--- config.mk ---
export PLATFORM = sky130hd
export DESIGN_NAME = rx_buffer_controller_flat
export DESIGN_NICKNAME = d
export VERILOG_FILES = /design/src/rtl/rx_ctrl_pkg.sv /design/src/rtl/rx_buffer_controller_if.sv /design/src/rtl/rx_buf_port_arb.sv /design/src/rtl/rx_buffer_controller.sv /design/src/flat_wrapper.sv
export SDC_FILE = /design/constraint.sdc
export NUM_CORES = 1
export LEC_CHECK = 0
export CAP_MARGIN = 10
export CORE_ASPECT_RATIO = 0.6
export CORE_UTILIZATION = 29
export CTS_CLUSTER_DIAMETER = 50
export DETAILED_ROUTE_END_ITERATION = 10
export PLACE_DENSITY = 0.84
export SLEW_MARGIN = 15
export SYNTH_ARGS = -nofsm -noshare
export SYNTH_HDL_FRONTEND = slang
export SYNTH_HIERARCHICAL = 1
export SYNTH_SLANG_ARGS = --single-unit
export TNS_END_PERCENT = 100
--- constraint.sdc ---
create_clock -name CLK -period 2.64 [get_ports CLK]
set_clock_uncertainty 0.05 [all_clocks]
set_input_delay 0.66 -clock CLK [delete_from_list [all_inputs] [get_ports CLK]]
set_output_delay 0.66 -clock CLK [all_outputs]
set_load 0.05 [all_outputs]
--- src/rtl/rx_ctrl_pkg.sv ---
// Shared definitions for the RX buffer controller: FSM state codes,
// the RX status alert bit position and the default buffer depth.
package rx_ctrl_pkg;

  localparam int DEFAULT_BUF_DEPTH   = 32;
  localparam int RX_STATUS_ALERT_BIT = 2;

  typedef logic [1:0] state_t;

  localparam state_t ST_DISABLED  = 2'd0;
  localparam state_t ST_ARMED     = 2'd1;
  localparam state_t ST_RECEIVING = 2'd2;
  localparam state_t ST_MSG_AVAIL = 2'd3;

endpackage

--- src/rtl/rx_buffer_controller_if.sv ---
// Bundle of the Rx write strobe, host read handshake and RX buffer RAM port.
// The slave side is the controller; the master side is its environment.
interface rx_buffer_controller_if #(
  parameter int ADDR_W = 8,
  parameter int DATA_W = 8
) ();

  logic              Rx_WR_VALID;
  logic [ADDR_W-1:0] Rx_DIR_WRITE;
  logic [DATA_W-1:0] Rx_DATA;
  logic              Host_RD_REQ;
  logic [ADDR_W-1:0] Host_RD_ADDR;
  logic [DATA_W-1:0] oHost_RD_DATA;
  logic              oHost_RD_ACK;
  logic [ADDR_W-1:0] oBUF_ADDR;
  logic [DATA_W-1:0] oBUF_WDATA;
  logic              oBUF_WE;
  logic [DATA_W-1:0] BUF_RDATA;

  modport slave (
    input  Rx_WR_VALID, Rx_DIR_WRITE, Rx_DATA, Host_RD_REQ, Host_RD_ADDR, BUF_RDATA,
    output oHost_RD_DATA, oHost_RD_ACK, oBUF_ADDR, oBUF_WDATA, oBUF_WE
  );

  modport master (
    output Rx_WR_VALID, Rx_DIR_WRITE, Rx_DATA, Host_RD_REQ, Host_RD_ADDR, BUF_RDATA,
    input  oHost_RD_DATA, oHost_RD_ACK, oBUF_ADDR, oBUF_WDATA, oBUF_WE
  );

endinterface

--- src/rtl/rx_buf_port_arb.sv ---
// Single RAM port mux: Rx writes take the port, otherwise a host read is
// issued and acknowledged one cycle later with the RAM's registered data.
module rx_buf_port_arb #(
  parameter int BUF_DEPTH = 32,
  parameter int ADDR_W    = 8,
  parameter int DATA_W    = 8
) (
  input  logic              clk,
  input  logic              reset,
  input  logic              wr_en,
  input  logic [ADDR_W-1:0] wr_addr,
  input  logic [DATA_W-1:0] wr_data,
  input  logic              rd_req,
  input  logic [ADDR_W-1:0] rd_addr,
  input  logic [DATA_W-1:0] buf_rdata,
  output logic [ADDR_W-1:0] buf_addr,
  output logic [DATA_W-1:0] buf_wdata,
  output logic              buf_we,
  output logic [DATA_W-1:0] rd_data,
  output logic              rd_ack
);

  localparam logic [ADDR_W:0] DEPTH_A = (ADDR_W+1)'(BUF_DEPTH);

  logic ack_q, ack_d;
  logic oor_q, oor_d;
  logic rd_in_range;
  logic issue;

  assign rd_in_range = {1'b0, rd_addr} < DEPTH_A;
  // The ack cycle counts as in flight, so a held request re-issues one cycle later.
  assign issue       = rd_req && !ack_q && !wr_en && !reset;

  always_comb begin
    buf_addr  = '0;
    buf_wdata = '0;
    buf_we    = 1'b0;
    if (wr_en) begin
      buf_we    = 1'b1;
      buf_addr  = wr_addr;
      buf_wdata = wr_data;
    end else if (issue && rd_in_range) begin
      buf_addr = rd_addr;
    end
  end

  always_comb begin
    ack_d = issue;
    oor_d = issue && !rd_in_range;
  end

  always_ff @(posedge clk) begin
    if (reset) begin
      ack_q <= 1'b0;
      oor_q <= 1'b0;
    end else begin
      ack_q <= ack_d;
      oor_q <= oor_d;
    end
  end

  assign rd_ack  = ack_q;
  assign rd_data = (ack_q && !oor_q) ? buf_rdata : '0;

endmodule

--- src/rtl/rx_buffer_controller.sv ---
// Rx engine sequencer: arms reception, issues the start pulse, latches the
// message byte count and sticky alert/overflow flags, and owns the RX buffer.
module rx_buffer_controller
  import rx_ctrl_pkg::*;
#(
  parameter int BUF_DEPTH = DEFAULT_BUF_DEPTH,
  parameter int ADDR_W    = 8,
  parameter int DATA_W    = 8
) (
  input  logic       CLK,
  input  logic       reset,
  input  logic [7:0] iRECEIVE_DETECT,
  input  logic       CC_IDLE,
  input  logic       Tx_State_Machine_ACTIVE,
  output logic       oStart,
  input  logic       Rx_MSG_DONE,
  input  logic       Rx_MSG_ABORT,
  input  logic [7:0] Rx_BYTE_COUNT,
  input  logic       Host_ALERT_CLR,
  output logic [7:0] oRECEIVE_BYTE_COUNT,
  output logic       oALERT_RX_STATUS,
  output logic       oRX_OVERFLOW,
  rx_buffer_controller_if.slave bus
);

  localparam logic [ADDR_W:0] DEPTH_A = (ADDR_W+1)'(BUF_DEPTH);
  localparam logic [8:0]      DEPTH_C = 9'(BUF_DEPTH);

  state_t     state_q, state_d;
  logic       start_q, start_d;
  logic [7:0] count_q, count_d;
  logic       alert_q, alert_d;
  logic       ovf_q, ovf_d;
  logic       wr_in_range;
  logic       rx_wr_en;
  logic       enabled;

  assign enabled     = iRECEIVE_DETECT != 8'd0;
  assign wr_in_range = {1'b0, bus.Rx_DIR_WRITE} < DEPTH_A;
  assign rx_wr_en    = bus.Rx_WR_VALID && wr_in_range && (state_q == ST_RECEIVING) && !reset;

  always_comb begin
    state_d = state_q;
    start_d = 1'b0;
    count_d = count_q;
    alert_d = alert_q;
    ovf_d   = ovf_q;
    if (Host_ALERT_CLR) ovf_d = 1'b0;
    case (state_q)
      ST_DISABLED: begin
        if (enabled) state_d = ST_ARMED;
      end
      ST_ARMED: begin
        if (!enabled) begin
          state_d = ST_DISABLED;
        end else if (CC_IDLE && !Tx_State_Machine_ACTIVE) begin
          start_d = 1'b1;
          state_d = ST_RECEIVING;
        end
      end
      ST_RECEIVING: begin
        if (bus.Rx_WR_VALID && !wr_in_range) ovf_d = 1'b1;
        if (!enabled) begin
          state_d = ST_DISABLED;
        end else if (Rx_MSG_ABORT) begin
          state_d = ST_ARMED;
        end else if (Rx_MSG_DONE) begin
          count_d = ({1'b0, Rx_BYTE_COUNT} > DEPTH_C) ? DEPTH_C[7:0] : Rx_BYTE_COUNT;
          alert_d = 1'b1;
          state_d = ST_MSG_AVAIL;
        end
      end
      ST_MSG_AVAIL: begin
        if (bus.Rx_WR_VALID) ovf_d = 1'b1;
        // Clearing the alert releases the buffer back to the Rx engine.
        if (Host_ALERT_CLR) begin
          alert_d = 1'b0;
          count_d = 8'd0;
          ovf_d   = 1'b0;
          state_d = enabled ? ST_ARMED : ST_DISABLED;
        end
      end
      default: state_d = ST_DISABLED;
    endcase
  end

  always_ff @(posedge CLK) begin
    if (reset) begin
      state_q <= ST_DISABLED;
      start_q <= 1'b0;
      count_q <= 8'd0;
      alert_q <= 1'b0;
      ovf_q   <= 1'b0;
    end else begin
      state_q <= state_d;
      start_q <= start_d;
      count_q <= count_d;
      alert_q <= alert_d;
      ovf_q   <= ovf_d;
    end
  end

  assign oStart              = start_q;
  assign oRECEIVE_BYTE_COUNT = count_q;
  assign oALERT_RX_STATUS    = alert_q;
  assign oRX_OVERFLOW        = ovf_q;

  rx_buf_port_arb #(
    .BUF_DEPTH (BUF_DEPTH),
    .ADDR_W    (ADDR_W),
    .DATA_W    (DATA_W)
  ) u_port_arb (
    .clk       (CLK),
    .reset     (reset),
    .wr_en     (rx_wr_en),
    .wr_addr   (bus.Rx_DIR_WRITE),
    .wr_data   (bus.Rx_DATA),
    .rd_req    (bus.Host_RD_REQ),
    .rd_addr   (bus.Host_RD_ADDR),
    .buf_rdata (bus.BUF_RDATA),
    .buf_addr  (bus.oBUF_ADDR),
    .buf_wdata (bus.oBUF_WDATA),
    .buf_we    (bus.oBUF_WE),
    .rd_data   (bus.oHost_RD_DATA),
    .rd_ack    (bus.oHost_RD_ACK)
  );

endmodule
--- src/flat_wrapper.sv ---
// flat-port wrapper written by rule: the top's interface ports become plain ports
module rx_buffer_controller_flat import rx_ctrl_pkg::*;
#(
  parameter int BUF_DEPTH = DEFAULT_BUF_DEPTH,
  parameter int ADDR_W    = 8,
  parameter int DATA_W    = 8
)
  (CLK, reset, iRECEIVE_DETECT, CC_IDLE, Tx_State_Machine_ACTIVE, oStart, Rx_MSG_DONE, Rx_MSG_ABORT, Rx_BYTE_COUNT, Host_ALERT_CLR, oRECEIVE_BYTE_COUNT, oALERT_RX_STATUS, oRX_OVERFLOW, bus_Rx_WR_VALID, bus_Rx_DIR_WRITE, bus_Rx_DATA, bus_Host_RD_REQ, bus_Host_RD_ADDR, bus_BUF_RDATA, bus_oHost_RD_DATA, bus_oHost_RD_ACK, bus_oBUF_ADDR, bus_oBUF_WDATA, bus_oBUF_WE);
  rx_buffer_controller_if #(.ADDR_W(ADDR_W), .DATA_W(DATA_W)) bus_i ();
  input  logic CLK;
  input  logic reset;
  input  logic [7:0] iRECEIVE_DETECT;
  input  logic CC_IDLE;
  input  logic Tx_State_Machine_ACTIVE;
  output logic oStart;
  input  logic Rx_MSG_DONE;
  input  logic Rx_MSG_ABORT;
  input  logic [7:0] Rx_BYTE_COUNT;
  input  logic Host_ALERT_CLR;
  output logic [7:0] oRECEIVE_BYTE_COUNT;
  output logic oALERT_RX_STATUS;
  output logic oRX_OVERFLOW;
  input wire logic [$bits(bus_i.Rx_WR_VALID)-1:0] bus_Rx_WR_VALID;
  input wire logic [$bits(bus_i.Rx_DIR_WRITE)-1:0] bus_Rx_DIR_WRITE;
  input wire logic [$bits(bus_i.Rx_DATA)-1:0] bus_Rx_DATA;
  input wire logic [$bits(bus_i.Host_RD_REQ)-1:0] bus_Host_RD_REQ;
  input wire logic [$bits(bus_i.Host_RD_ADDR)-1:0] bus_Host_RD_ADDR;
  input wire logic [$bits(bus_i.BUF_RDATA)-1:0] bus_BUF_RDATA;
  output wire logic [$bits(bus_i.oHost_RD_DATA)-1:0] bus_oHost_RD_DATA;
  output wire logic [$bits(bus_i.oHost_RD_ACK)-1:0] bus_oHost_RD_ACK;
  output wire logic [$bits(bus_i.oBUF_ADDR)-1:0] bus_oBUF_ADDR;
  output wire logic [$bits(bus_i.oBUF_WDATA)-1:0] bus_oBUF_WDATA;
  output wire logic [$bits(bus_i.oBUF_WE)-1:0] bus_oBUF_WE;
  assign bus_i.Rx_WR_VALID = bus_Rx_WR_VALID;
  assign bus_i.Rx_DIR_WRITE = bus_Rx_DIR_WRITE;
  assign bus_i.Rx_DATA = bus_Rx_DATA;
  assign bus_i.Host_RD_REQ = bus_Host_RD_REQ;
  assign bus_i.Host_RD_ADDR = bus_Host_RD_ADDR;
  assign bus_i.BUF_RDATA = bus_BUF_RDATA;
  assign bus_oHost_RD_DATA = bus_i.oHost_RD_DATA;
  assign bus_oHost_RD_ACK = bus_i.oHost_RD_ACK;
  assign bus_oBUF_ADDR = bus_i.oBUF_ADDR;
  assign bus_oBUF_WDATA = bus_i.oBUF_WDATA;
  assign bus_oBUF_WE = bus_i.oBUF_WE;
  rx_buffer_controller #(.BUF_DEPTH(BUF_DEPTH), .ADDR_W(ADDR_W), .DATA_W(DATA_W)) u_core (.CLK(CLK), .reset(reset), .iRECEIVE_DETECT(iRECEIVE_DETECT), .CC_IDLE(CC_IDLE), .Tx_State_Machine_ACTIVE(Tx_State_Machine_ACTIVE), .oStart(oStart), .Rx_MSG_DONE(Rx_MSG_DONE), .Rx_MSG_ABORT(Rx_MSG_ABORT), .Rx_BYTE_COUNT(Rx_BYTE_COUNT), .Host_ALERT_CLR(Host_ALERT_CLR), .oRECEIVE_BYTE_COUNT(oRECEIVE_BYTE_COUNT), .oALERT_RX_STATUS(oALERT_RX_STATUS), .oRX_OVERFLOW(oRX_OVERFLOW), .bus(bus_i));
endmodule
Yosys cells after proc, flatten, opt, wreduce, memory -nomap -nowiden:

Cells that the tools add are included.

* flip-flop bits (word level): 15
* input port bits: 57
* output and inout bits: 37
* word-level logic and storage cells: 77

* magnitude comparators: 3
* eq/ne operators: 10
* multiplexer cells: 31
* bitwise logic cells: 2
* reductions and logical operators: 24

Operators by type and width (number)
* two-way mux 8 bit: 9
* < comparator 8 x 6 -> 1 bit, second input constant: 2
* case mux 8 bit (2 select lines): 1
* two-way mux 2 bit: 7
* logical AND 1 bit: 11
* two-way mux 1 bit: 11
* > comparator 8 x 6 -> 1 bit, second input constant: 1
* case mux 2 bit (4 select lines): 1
* nonzero test 8 bit: 1
* logical NOT 1 bit: 7
* inequality test 2 bit, second input constant: 3
* AND reduction 5 bit: 1
* == test 2 bit, second input constant: 2
* inequality test 2 x 1 -> 1 bit, second input constant: 2
* inequality test 4 bit, second input constant: 1
* case mux 1 bit (2 select lines): 2
* AND reduction 4 bit: 1
* inequality test 3 bit, second input constant: 1
* OR reduction 3 bit: 1
* == test 2 x 1 -> 1 bit, second input constant: 1
* logical NOT 2 bit: 1
* inverter 1 bit: 2
* nonzero test 2 bit: 1

Depth between registers and ports, before layout:

Gate-level depths: netlist of run 1.

* depth after elaboration: 10
* gate-level depth with buffers: 6
* mapped depth without buffers: 4

Modules after synthesis:

The synthesis of run 1 kept the hierarchy.

By module, submodules not included
* rx_buffer_controller: instances 1, cells each 65, area an instance 645.6 um2, sequential area each 260.2 um2
* rx_buf_port_arb: instances 1, cells each 33, area an instance 274.0 um2, sequential area each 40.0 um2

Worst setup path after synthesis of run 1:

Ideal clock, no wire load.

* kind: input -> output
* from: input port bus_Rx_DIR_WRITE[7]
* to: output port bus_oBUF_ADDR[5]
* arrival: 1965 ps
* required time: 1930 ps
* slack: -35 ps
* stages on the path: 5
* buffers on the path: 2
* cells stage by stage: nor3_1 nor3b_1 buf_6 clkbuf_1 and2_1

* word-level cells in the longest chain between the ends: 10

RTL lines
* from (decl): RTL line flat_wrapper.sv:24 `input wire logic [$bits(bus_i.Rx_DIR_WRITE)-1:0] bus_Rx_DIR_WRITE;`
* < comparator 8 x 6 -> 1 bit (*): RTL line rx_buffer_controller.sv:39 `assign wr_in_range = {1'b0, bus.Rx_DIR_WRITE} < DEPTH_A;`
* logical AND 1 bit (*) (3 in series): RTL line rx_buffer_controller.sv:40 `assign rx_wr_en = bus.Rx_WR_VALID && wr_in_range && (state_q == ST_RECEIVING) && !reset;`
* via u_core.rx_wr_en: RTL line rx_buffer_controller.sv:35 `logic rx_wr_en;`
* logical NOT 1 bit: RTL line rx_buf_port_arb.sv:32 `assign issue = rd_req && !ack_q && !wr_en && !reset;`
* logical AND 1 bit (2 in series): RTL line rx_buf_port_arb.sv:32
* logical AND 1 bit: RTL line rx_buf_port_arb.sv:42 `end else if (issue && rd_in_range) begin`
* two-way mux 8 bit: RTL line rx_buf_port_arb.sv:42
* two-way mux 8 bit (*): RTL line rx_buf_port_arb.sv:38 `if (wr_en) begin`
* to (decl): RTL line flat_wrapper.sv:31 `output wire logic [$bits(bus_i.oBUF_ADDR)-1:0] bus_oBUF_ADDR;`

Mark *: on every way through the listed nets, which the timed path passes. The rest lies on a longest branch.

Worst setup path in the final report of run 1:

* from: input port bus_Rx_WR_VALID
* to: output port bus_oBUF_ADDR[3]

* word-level cells in the longest chain between the ends: 9

RTL lines
* from (decl): RTL line flat_wrapper.sv:23 `input wire logic [$bits(bus_i.Rx_WR_VALID)-1:0] bus_Rx_WR_VALID;`
* logical AND 1 bit (*) (3 in series): RTL line rx_buffer_controller.sv:40
* logical NOT 1 bit: RTL line rx_buf_port_arb.sv:32
* logical AND 1 bit (2 in series): RTL line rx_buf_port_arb.sv:32
* logical AND 1 bit: RTL line rx_buf_port_arb.sv:42
* two-way mux 8 bit: RTL line rx_buf_port_arb.sv:42
* two-way mux 8 bit (*): RTL line rx_buf_port_arb.sv:38

Mark *: on every way between the ends. The rest lies on a longest branch, timed or not.

==> metrics.md, run 1 <==
| Metric | Value |
|---|---|
| Status | `finished, violations left` |
| Violated checks | `negative setup slack` |
| R2R depth | `5` |
| Setup TNS | `-0.114 ns` |
| YS warnings | `6` |
| DP Wirelength | `between 3000 and 4000 um` |
| Worst path max stage delay | `~0.43 ns` |
| IO Port Bufs | `93` |
| Synth Register Bits | `15` |
| Synth top area cells | `dfxtp_1 (33%), and2_1 (12%), mux2i_1 (6.5%)` |
| Worst setup SP type | `primary input` |
| Largest net degree at the start of global routing | `10` |
| Io pins | `between 90 and 100` |
| Crit path capture type | `output port` |
| Die width | `74.7 um` |
| Commonest cells post-synth | `and2_1 (18), dfxtp_1 (15), nand2_1 (10)` |
| Max-cap violations | `0` |
| Crit path time final | `roughly 2.7 ns` |
| Syn Inst Count | `98` |
| DRT Wirelength | `about 4200 um` |
| Fin nets | `258` |
| Gp weighted congestion | `about 0.73` |
| Die height | `45.6 um` |
| H-tree depth | `1` |
| CP Cell Sequence | `clkdlybuf4s15_1 > nand3b_1 > nor3b_4 > nor4b_4 > a32o_2 > buf_6` |
| PnR worst setup slack | `-0.0311 ns` |
| Lkg Pwr | `approximately 0.91 nW` |
| Drt drc | `0` |
| Crit Path Class | `primary input to output port` |
| Final period utilization | `101%` |
| Worst slew pin tran | `around 0.62 ns` |
| Hold Buf Count CTS | `0` |
| Worst vdd ir | `approximately 0.00034 V` |
| FP Rows | `15` |
| CTS root buf | `clkbuf_8` |
| Req. time, crit path | `1.93 ns` |
| Peak fanout along the critical path | `6` |
| Initial DRC count | `26` |
| Main synth FF type | `dfxtp_1` |
| Max frequency | `between 0.3 and 0.4 GHz` |
| Clock buffer depth | `2` |
| Final hold violation count | `0` |
| Clk_lat worst skew | `between 0.2 and 0.3 ns` |
| Wire length of the first global-routing pass | `about 6400 um` |
| Post-DR wirelength/cell | `between 15 and 20 um` |
| PwrDens | `between 200 and 300 mW/mm2` |
| Unique masters post-synth | `33` |
| Total gr overflow | `0` |
| Mapped cell area | `a little over 900 um2` |
| Slew Viols, Final | `0` |
| Synth area leader | `dfxtp_1` |
| EDFF count, synth | `0` |
| Hold Crit Class | `flop to flop` |
| Worst rel slew slack | `58.5%` |
| Area grow syn2layout | `141%` |
| Initial core utilization | `between 30% and 40%` |
| Hold path cells | `2` |
| Drt via density | `around 5` |
| Seq/Total Area, Yosys | `around 33%` |
| Mapped Avg Cell Area | `9.38 um2` |
| Synth top area share | `~33%` |
| Final ANT Viol Nets | `0` |
| Pre-antenna DRT Iters | `4` |
| Most frequent cell after synthesis | `and2_1` |
| Setup repair after global routing missed its margin | `yes` |
| Total Die Area | `roughly 0.0034 mm2` |
| Syn nets | `155` |
| # setup viols final | `5` |
| Async S/R FF share, synth | `0%` |
| Core Footprint | `0.00295 mm2` |
| # diodes | `0` |
| DR vias | `between 1000 and 1500` |
| # clock sinks | `15` |
| CTS tree | `done` |
| Ratio of cells with drive above 1 in the final layout | `between 30% and 40%` |
| Cts bufs inserted | `3` |
| Crit path DAT | `about 2 ns` |
| Vias in the first global route | `1274` |
| GRT Resource Usage Total | `between 20 and 30%` |
| Clk pin slew, worst setup/hold paths | `roughly 0.06 ns` |
| Antenna violations before repair | `0` |
| Critical path's slowest cell | `nor4b_4` |
| Tot Pwr | `roughly 0.00061 W` |
through the flow:
| stage | instance area [um2] | setup WS (ns) | cells | hold WS, ns | utilization [%] |
|---|---|---|---|---|---|
| 6_report | 2220 | -0.0311 | 242 | 0.416 | 75.3 |
| 5_1_grt | 2220 | -0.0764 | 242 | 0.440 | 75.3 |
| 4_1_cts | 2240 | 0.00191 | 244 | 0.420 | 76.1 |
| 3_5_place_dp | 2120 | -0.383 | 234 | 0.412 | 71.8 |
| 3_3_place_gp | 2120 | -0.315 | 234 | 0.397 | 71.8 |
| 2_1_floorplan | 938 | 0.0884 | 98 | 0.549 | - |
registers in the layout, indices dropped and copies added, names as in the netlist:
signal and flops:
u_core/oALERT_RX_STATUS 1, u_core/u_port_arb/oor_q 1, u_core/state_q 2, u_core/oRX_OVERFLOW 1, u_core/oRECEIVE_BYTE_COUNT 8, u_core/u_port_arb/rd_ack 1, u_core/oStart 1
cell type report:
cell class              instances  area (um2)
multi-input cells              76         607
clock buffers                   3        41.3
well taps                      42        52.6
flip-flops and latches         15         300
clock inverters                 1        5.00
fillers                       202         728
repair buffers                105        1210
worst max-delay path: cells and delay by family:
kind | cells | cell delay, ns
simple gates | 3 | 0.69
buf+inv | 2 | 0.34
compound gates | 1 | 0.27
layer usage:
metal,vias up,track usage [%],routed length (um)
li1,562,-,-
met1,596,28.4,1590
met2,57,47.0,2170
met3,8,8.85,317
met4,0,9.81,80
met5,-,0,0
cells in the final DEF, fill, tap and decap left out, types with 2 or more instances in the layout:
cell              n
clkdlybuf4s50_1  62
buf_12           20
dfxtp_1          15
buf_4            12
nand2_1          10
and2_4            8
and2_1            8
mux2i_1           6
buf_6             5
a32o_2            5
clkbuf_8          3
nor4_2            3
nand3_1           3
nor3_1            3
and2_2            3
buf_2             2
nand3b_1          2
a31oi_1           2
or4_1             2
and3_1            2
nor2_1            2
nor2b_1           2
cell families after synthesis:
family          after synthesis  share of synthesized area, %
flops                        15                          32.7
mux                           6                          6.53
buf+inv                       7                          6.26
simple gates                 55                          41.1
compound gates               15                          13.5
worst paths after layout:
path,from,end,slack [ns]
worst max-delay path,bus_Rx_WR_VALID,bus_oBUF_ADDR[3],-0.03
worst min-delay path,u_core/oALERT_RX_STATUS,u_core/oALERT_RX_STATUS,0.42
worst max register to register,u_core/state_q[0],u_core/u_port_arb/oor_q,1.14
worst min register to register,u_core/oALERT_RX_STATUS,u_core/oALERT_RX_STATUS,0.42
power breakdown:
group	total (W)	switching (W)	internal, W
clock	0.000187	0.0000823	0.000105
sequential	0.000234	0.00000340	0.000231
combinational	0.000190	0.0000765	0.000114
what timing repair did:
action | 4_1_cts | 5_1_grt
gates cloned | 2 | 0
endpoints found under the setup margin | 17 | 16
resized for setup | 33 | 2
buffers inserted | 5 | 2
pin swaps | 5 | 2
No activity file was read; power rests on OpenSTA's default activity.
==> inputs of run 2 (changes only) <==
CORE_MARGIN = 5   (was default)
==> metrics.md, run 2 (same netlist as run 1, synthesis figures left out) <==
| Metric | Value |
|---|---|
| GRT Resource Usage Total | `21.6%` |
| Clk pin slew, worst setup/hold paths | `approximately 0.06 ns` |
| Crit path capture type | `output port` |
| PwrDens | `around 260 mW/mm2` |
| Fin nets | `265` |
| Req. time, crit path | `~1.9 ns` |
| Commonest non-fill, non-tap cells in the layout | `clkdlybuf4s50_1 (63), buf_12 (22), dfxtp_1 (15)` |
| Worst rel slew slack | `a little over half` |
| Core Footprint | `slightly below 0.003 mm2` |
| Max FFs per register | `8` |
| Area taken by multi-input logic gates | `roughly 620 um2` |
| Slew Viols, Final | `0` |
| Initial DRC count | `roughly 80` |
| Final hold violation count | `0` |
| Vias in the first global route | `~1300` |
| Final ANT Viol Nets | `0` |
| Total gr overflow | `0` |
| Drt via density | `roughly 5` |
| Wire length of the first global-routing pass | `slightly below 7000 um` |
| Die height | `53.6 um` |
| Cell mode on critical path | `buf_6` |
| Post-DR wirelength/cell | `around 21 um` |
| Final Cell Area | `~0.0024 mm2` |
| Most common cell after layout, fill and taps aside | `clkdlybuf4s50_1` |
| Post-Layout Cell Count | `~250` |
| Largest net degree at the start of global routing | `10` |
| Max-cap violations | `0` |
| Die width | `a little over 80 um` |
| # setup viols final | `5` |
| PnR worst setup slack | `-0.0670 ns` |
| Hold Crit Class | `flop to flop` |
| CP Cell Sequence | `buf_6 > nor3_4 > nor3b_4 > buf_6 > nor4b_4 > buf_4 > a32o_2 > buf_8` |
| CTS root buf | `clkbuf_8` |
| Setup repair after global routing missed its margin | `yes` |
| Pre-antenna DRT Iters | `5` |
| Gp weighted congestion | `0.737` |
| Drt drc | `0` |
| Hold Slack | `a little over 0.4 ns` |
| Worst path max stage delay | `between 0.2 and 0.3 ns` |
| Worst slew pin tran | `between 0.6 and 0.7 ns` |
| IO Port Bufs | `93` |
| # clock sinks | `15` |
| Violated checks | `negative setup slack` |
| Total Die Area | `0.00443 mm2` |
| H-tree depth | `1` |
| Io pins | `94` |
| DRT Wirelength | `between 5000 and 6000 um` |
| Post-layout util | `roughly 80%` |
| Crit Path Class | `primary input to output port` |
| Crit path time final | `~2.7 ns` |
| Family with the most delay on the worst path | `buffers and inverters` |
| # diodes | `0` |
| FILL cells | `about 170` |
| Placed cell areas | `0.00211 mm2` |
| Cts bufs inserted | `3` |
| Register area | `between 300 and 400 um2` |
| DR vias | `roughly 1300` |
| Ratio of cells with drive above 1 in the final layout | `~36%` |
| Placed insts | `about 230` |
| Crit path DAT | `approximately 2.0 ns` |
| Worst setup SP type | `primary input` |
| Critical path's slowest cell | `nor3b_4` |
| Status | `finished, violations left` |
| Final period utilization | `103%` |
| DP Wirelength | `around 3500 um` |
| Clock buffer depth | `2` |
| Antenna violations before repair | `0` |
| Worst vdd ir | `a little under 0.0002 V` |
| Max frequency | `approximately 0.37 GHz` |
| CTS tree | `done` |
| Lkg Pwr | `0.977 nW` |
| Peak fanout along the critical path | `7` |
| Initial core utilization | `31.2%` |
| FP Rows | `15` |
| Area grow syn2layout | `158%` |
| Clk_lat worst skew | `about 0.24 ns` |
| CP bufs+invs | `4` |
==> run 2: cell types whose count changed in the layout (fill, tap and decap cells not counted), sizes merged <==
cell and change:
buf +9, clkdlybuf4s15 -2, clkdlybuf4s50 +1, clkinv -1
==> run 2: routing by layer <==
layer	global-route usage (%)	up-vias	routed length (um)
met5	0	-	0
met4	7.07	0	109
met3	4.18	10	455
met2	44.3	76	2830
met1	22.0	589	1730
li1	-	583	-
==> run 2: what timing repair did <==
action                     in CTS  in global routing
hold buffers                    0                  0
setup endpoints to repair      17                 17
resized for setup              38                 12
gates cloned                    2                  0
pin swaps                       5                  4
buffers inserted               12                  2
==> run 2: through the flow <==
| step | total power [W] | TNS [ns] | setup slack (ns) |
|---|---|---|---|
| after floorplan | 0.000297 | 0 | 0.0884 |
| after global placement | 0.000418 | -4.22 | -0.301 |
| after detailed placement | 0.000424 | -5.23 | -0.343 |
| after CTS | 0.000610 | -0.112 | -0.0287 |
| after global routing | 0.000642 | -0.562 | -0.116 |
| final | 0.000615 | -0.274 | -0.0670 |
==> run 2: worst paths after layout <==
kind	end	cells past startpoint	startpoint	slack, ns
worst max-delay path	bus_oBUF_ADDR[4]	8	bus_Rx_DIR_WRITE[7]	-0.07
worst min-delay path	u_core/oRECEIVE_BYTE_COUNT[0]	2	u_core/oRECEIVE_BYTE_COUNT[0]	0.41
worst max register to register	u_core/oRECEIVE_BYTE_COUNT[2]	4	u_core/state_q[0]	1.16
worst min register to register	u_core/oRECEIVE_BYTE_COUNT[0]	2	u_core/oRECEIVE_BYTE_COUNT[0]	0.41
==> run 2: layout make-up <==
| type | count | area share, % |
|---|---|---|
| Timing Repair Buffer | 112 | 57.2 |
| Clock buffer | 4 | 1.90 |
| Multi-Input combinational cell | 76 | 26.0 |
| Tap cell | 42 | 2.22 |
| Sequential cell | 15 | 12.7 |
==> run 2: tightest hold or removal path, stage by stage (launching register included) <==
cell	delay (ns)
dfxtp_1	0.31
nand2_1	0.05
mux2i_1	0.06
==> run 2: where the power goes <==
group          total, W  internal [W]  switching (W)  leakage (nW)
Combinational  0.000199      0.000119      0.0000800         0.833
Sequential     0.000234      0.000231     0.00000328         0.122
Clock          0.000182      0.000107      0.0000751        0.0228
==> inputs of run 3 (changes only) <==
clock period = 3 ns   (was 2.64 ns; I/O delays follow)
==> metrics.md, run 3 (same netlist as run 1, synthesis figures left out) <==
| Metric | Value |
|---|---|
| Final period utilization | `between 90% and 100%` |
| Crit path capture type | `output port` |
| Cts bufs inserted | `3` |
| GRT Resource Usage Total | `about a fifth` |
| Met3 Use GR | `between 4 and 5%` |
| Worst slew pin tran | `0.634 ns` |
| Worst r2r src | `u_core/state_q[0]` |
| Status | `finished clean` |
| Crit path DAT | `2.11 ns` |
| Worst vdd ir | `approximately 0.00017 V` |
| H-tree depth | `1` |
| # diodes | `0` |
| R2R depth | `7` |
| Die width | `around 83 um` |
| Most common cell after layout, fill and taps aside | `clkdlybuf4s50_1` |
| Initial DRC count | `27` |
| Gp weighted congestion | `about 0.78` |
| Hold Crit Class | `flop to flop` |
| Final ANT Viol Nets | `0` |
| Vias in the first global route | `between 1000 and 1500` |
| Lkg Pwr | `between 0.8 and 0.9 nW` |
| Max frequency | `0.343 GHz` |
| # setup viols final | `0` |
| Io pins | `94` |
| Initial core utilization | `31.2%` |
| Drt drc | `0` |
| Fin nets | `254` |
| Area grow syn2layout | `138%` |
| PwrDens | `roughly 240 mW/mm2` |
| Total gr overflow | `0` |
| Req. time, crit path | `about 2.2 ns` |
| IO Port Bufs | `between 90 and 100` |
| R2R Setup Slk | `roughly 1.2 ns` |
| Antenna violations before repair | `0` |
| Post-layout util | `about 74%` |
| CTS tree | `done` |
| Peak fanout along the critical path | `6` |
| Met1 Resource Use GR | `roughly a fifth` |
| Sw power | `between 0.0001 and 0.00015 W` |
| # clock sinks | `15` |
| FP Rows | `15` |
| Crit Path Class | `primary input to output port` |
| Max FFs per register | `8` |
| Clk pin slew, worst setup/hold paths | `approximately 0.060 ns` |
| Worst setup SP type | `primary input` |
| Hold Path End | `u_core/oRECEIVE_BYTE_COUNT[0]` |
| Worst rel slew slack | `around 58%` |
| Slew Viols, Final | `0` |
| Post-Layout Cell Count | `approximately 240` |
| Post-DR wirelength/cell | `~17 um` |
| Crit path time final | `2.91 ns` |
| Clock buffer depth | `2` |
| Placed insts | `about 230` |
| DRT Wirelength | `4040 um` |
| Final hold violation count | `0` |
| Min-delay src | `u_core/oRECEIVE_BYTE_COUNT[0]` |
| Gr busiest metal | `met2` |
| Hold path cells | `2` |
| Wire length of the first global-routing pass | `between 6000 and 7000 um` |
| Max-cap violations | `0` |
| Ratio of cells with drive above 1 in the final layout | `around 24%` |
| Int Pwr | `between 0.0003 and 0.0004 W` |
| Pre-antenna DRT Iters | `4` |
| Largest net degree at the start of global routing | `18` |
| CTS root buf | `clkbuf_8` |
| Comb pwr share | `a little under a third` |
| Die height | `between 50 and 60 um` |
| DR vias | `between 1000 and 1500` |
| DP Wirelength | `approximately 3500 um` |
| Clock share of power | `a little under a third` |
| Clk_lat worst skew | `between 0.2 and 0.3 ns` |
| Switching Fraction | `between 20 and 30%` |
| Total Die Area | `0.00443 mm2` |
| Capture point of the worst reg-to-reg path | `u_core/u_port_arb/oor_q` |
| Core Footprint | `0.00295 mm2` |
| Drt via density | `approximately 4.8` |
| Commonest non-fill, non-tap cells in the layout | `clkdlybuf4s50_1 (63), buf_12 (20), and2_1 (16)` |
| Met2 usage | `between 30% and 40%` |
| Seq pwr share | `between 30 and 40%` |
[run 3: worst max-delay path by stage]
stage,startpoint,to,slack [ns]
5_1_grt,bus_Rx_DIR_WRITE[7],bus_oBUF_ADDR[1],-0.003
6_report,bus_Rx_DIR_WRITE[7],bus_oBUF_ADDR[3],0.09
3_3_place_gp,bus_Rx_DIR_WRITE[7],bus_oBUF_WDATA[7],-0.24
3_5_place_dp,bus_Rx_DIR_WRITE[5],bus_oBUF_ADDR[3],-0.30
4_1_cts,reset,bus_oBUF_ADDR[3],0.004
2_1_floorplan,bus_Rx_DIR_WRITE[7],bus_oBUF_ADDR[5],0.15
[run 3: metrics by stage]
stage / cell area [um2] / worst slack, ns / power [W] / hold WS [ns] / TNS [ns]
after floorplan: 920 / 0.145 / 0.000261 / 0.549 / 0
after global placement: 2070 / -0.244 / 0.000365 / 0.397 / -3.87
after detailed placement: 2070 / -0.299 / 0.000370 / 0.413 / -4.08
after CTS: 2170 / 0.00426 / 0.000535 / 0.419 / 0
after global routing: 2190 / -0.00252 / 0.000553 / 0.444 / -0.00252
final: 2190 / 0.0860 / 0.000531 / 0.418 / 0
[run 3: worst max-delay path: stages]
cell	delay [ns]
dlygate4sd2_1	0.23
nor3_2	0.06
nor3b_2	0.16
buf_4	0.15
nor4b_4	0.35
a32o_2	0.27
buf_8	0.15
[run 3: repair_timing]
item                       in CTS  in global routing
buffers inserted                3                  2
pin swaps                       7                  2
gates resized for setup        16                  5
setup endpoints to repair      17                 13
hold endpoints to repair        0                  0
hold buffers                    0                  0
[run 3: final cells by class]
class / count / area (um2)
Clock buffer: 4 / 45.0
Fill cell: 193 / 758
Multi-Input combinational cell: 76 / 579
Sequential cell: 15 / 300
Tap cell: 42 / 52.6
Timing Repair Buffer: 101 / 1210
[run 3: power by group through the flow]
stage	combinational, W	clock [W]	sequential [W]
2_1_floorplan	0.0000462	0	0.000215
3_3_place_gp	0.000152	0	0.000212
3_5_place_dp	0.000157	0	0.000213
4_1_cts	0.000160	0.000166	0.000209
5_1_grt	0.000168	0.000175	0.000210
6_report	0.000160	0.000163	0.000209
[run 3: routing by layer]
layer	part of all wire (%)	vias up
li1	-	556
met1	36	526
met2	57	44
met3	5.4	8
met4	1.8	0
met5	0	-
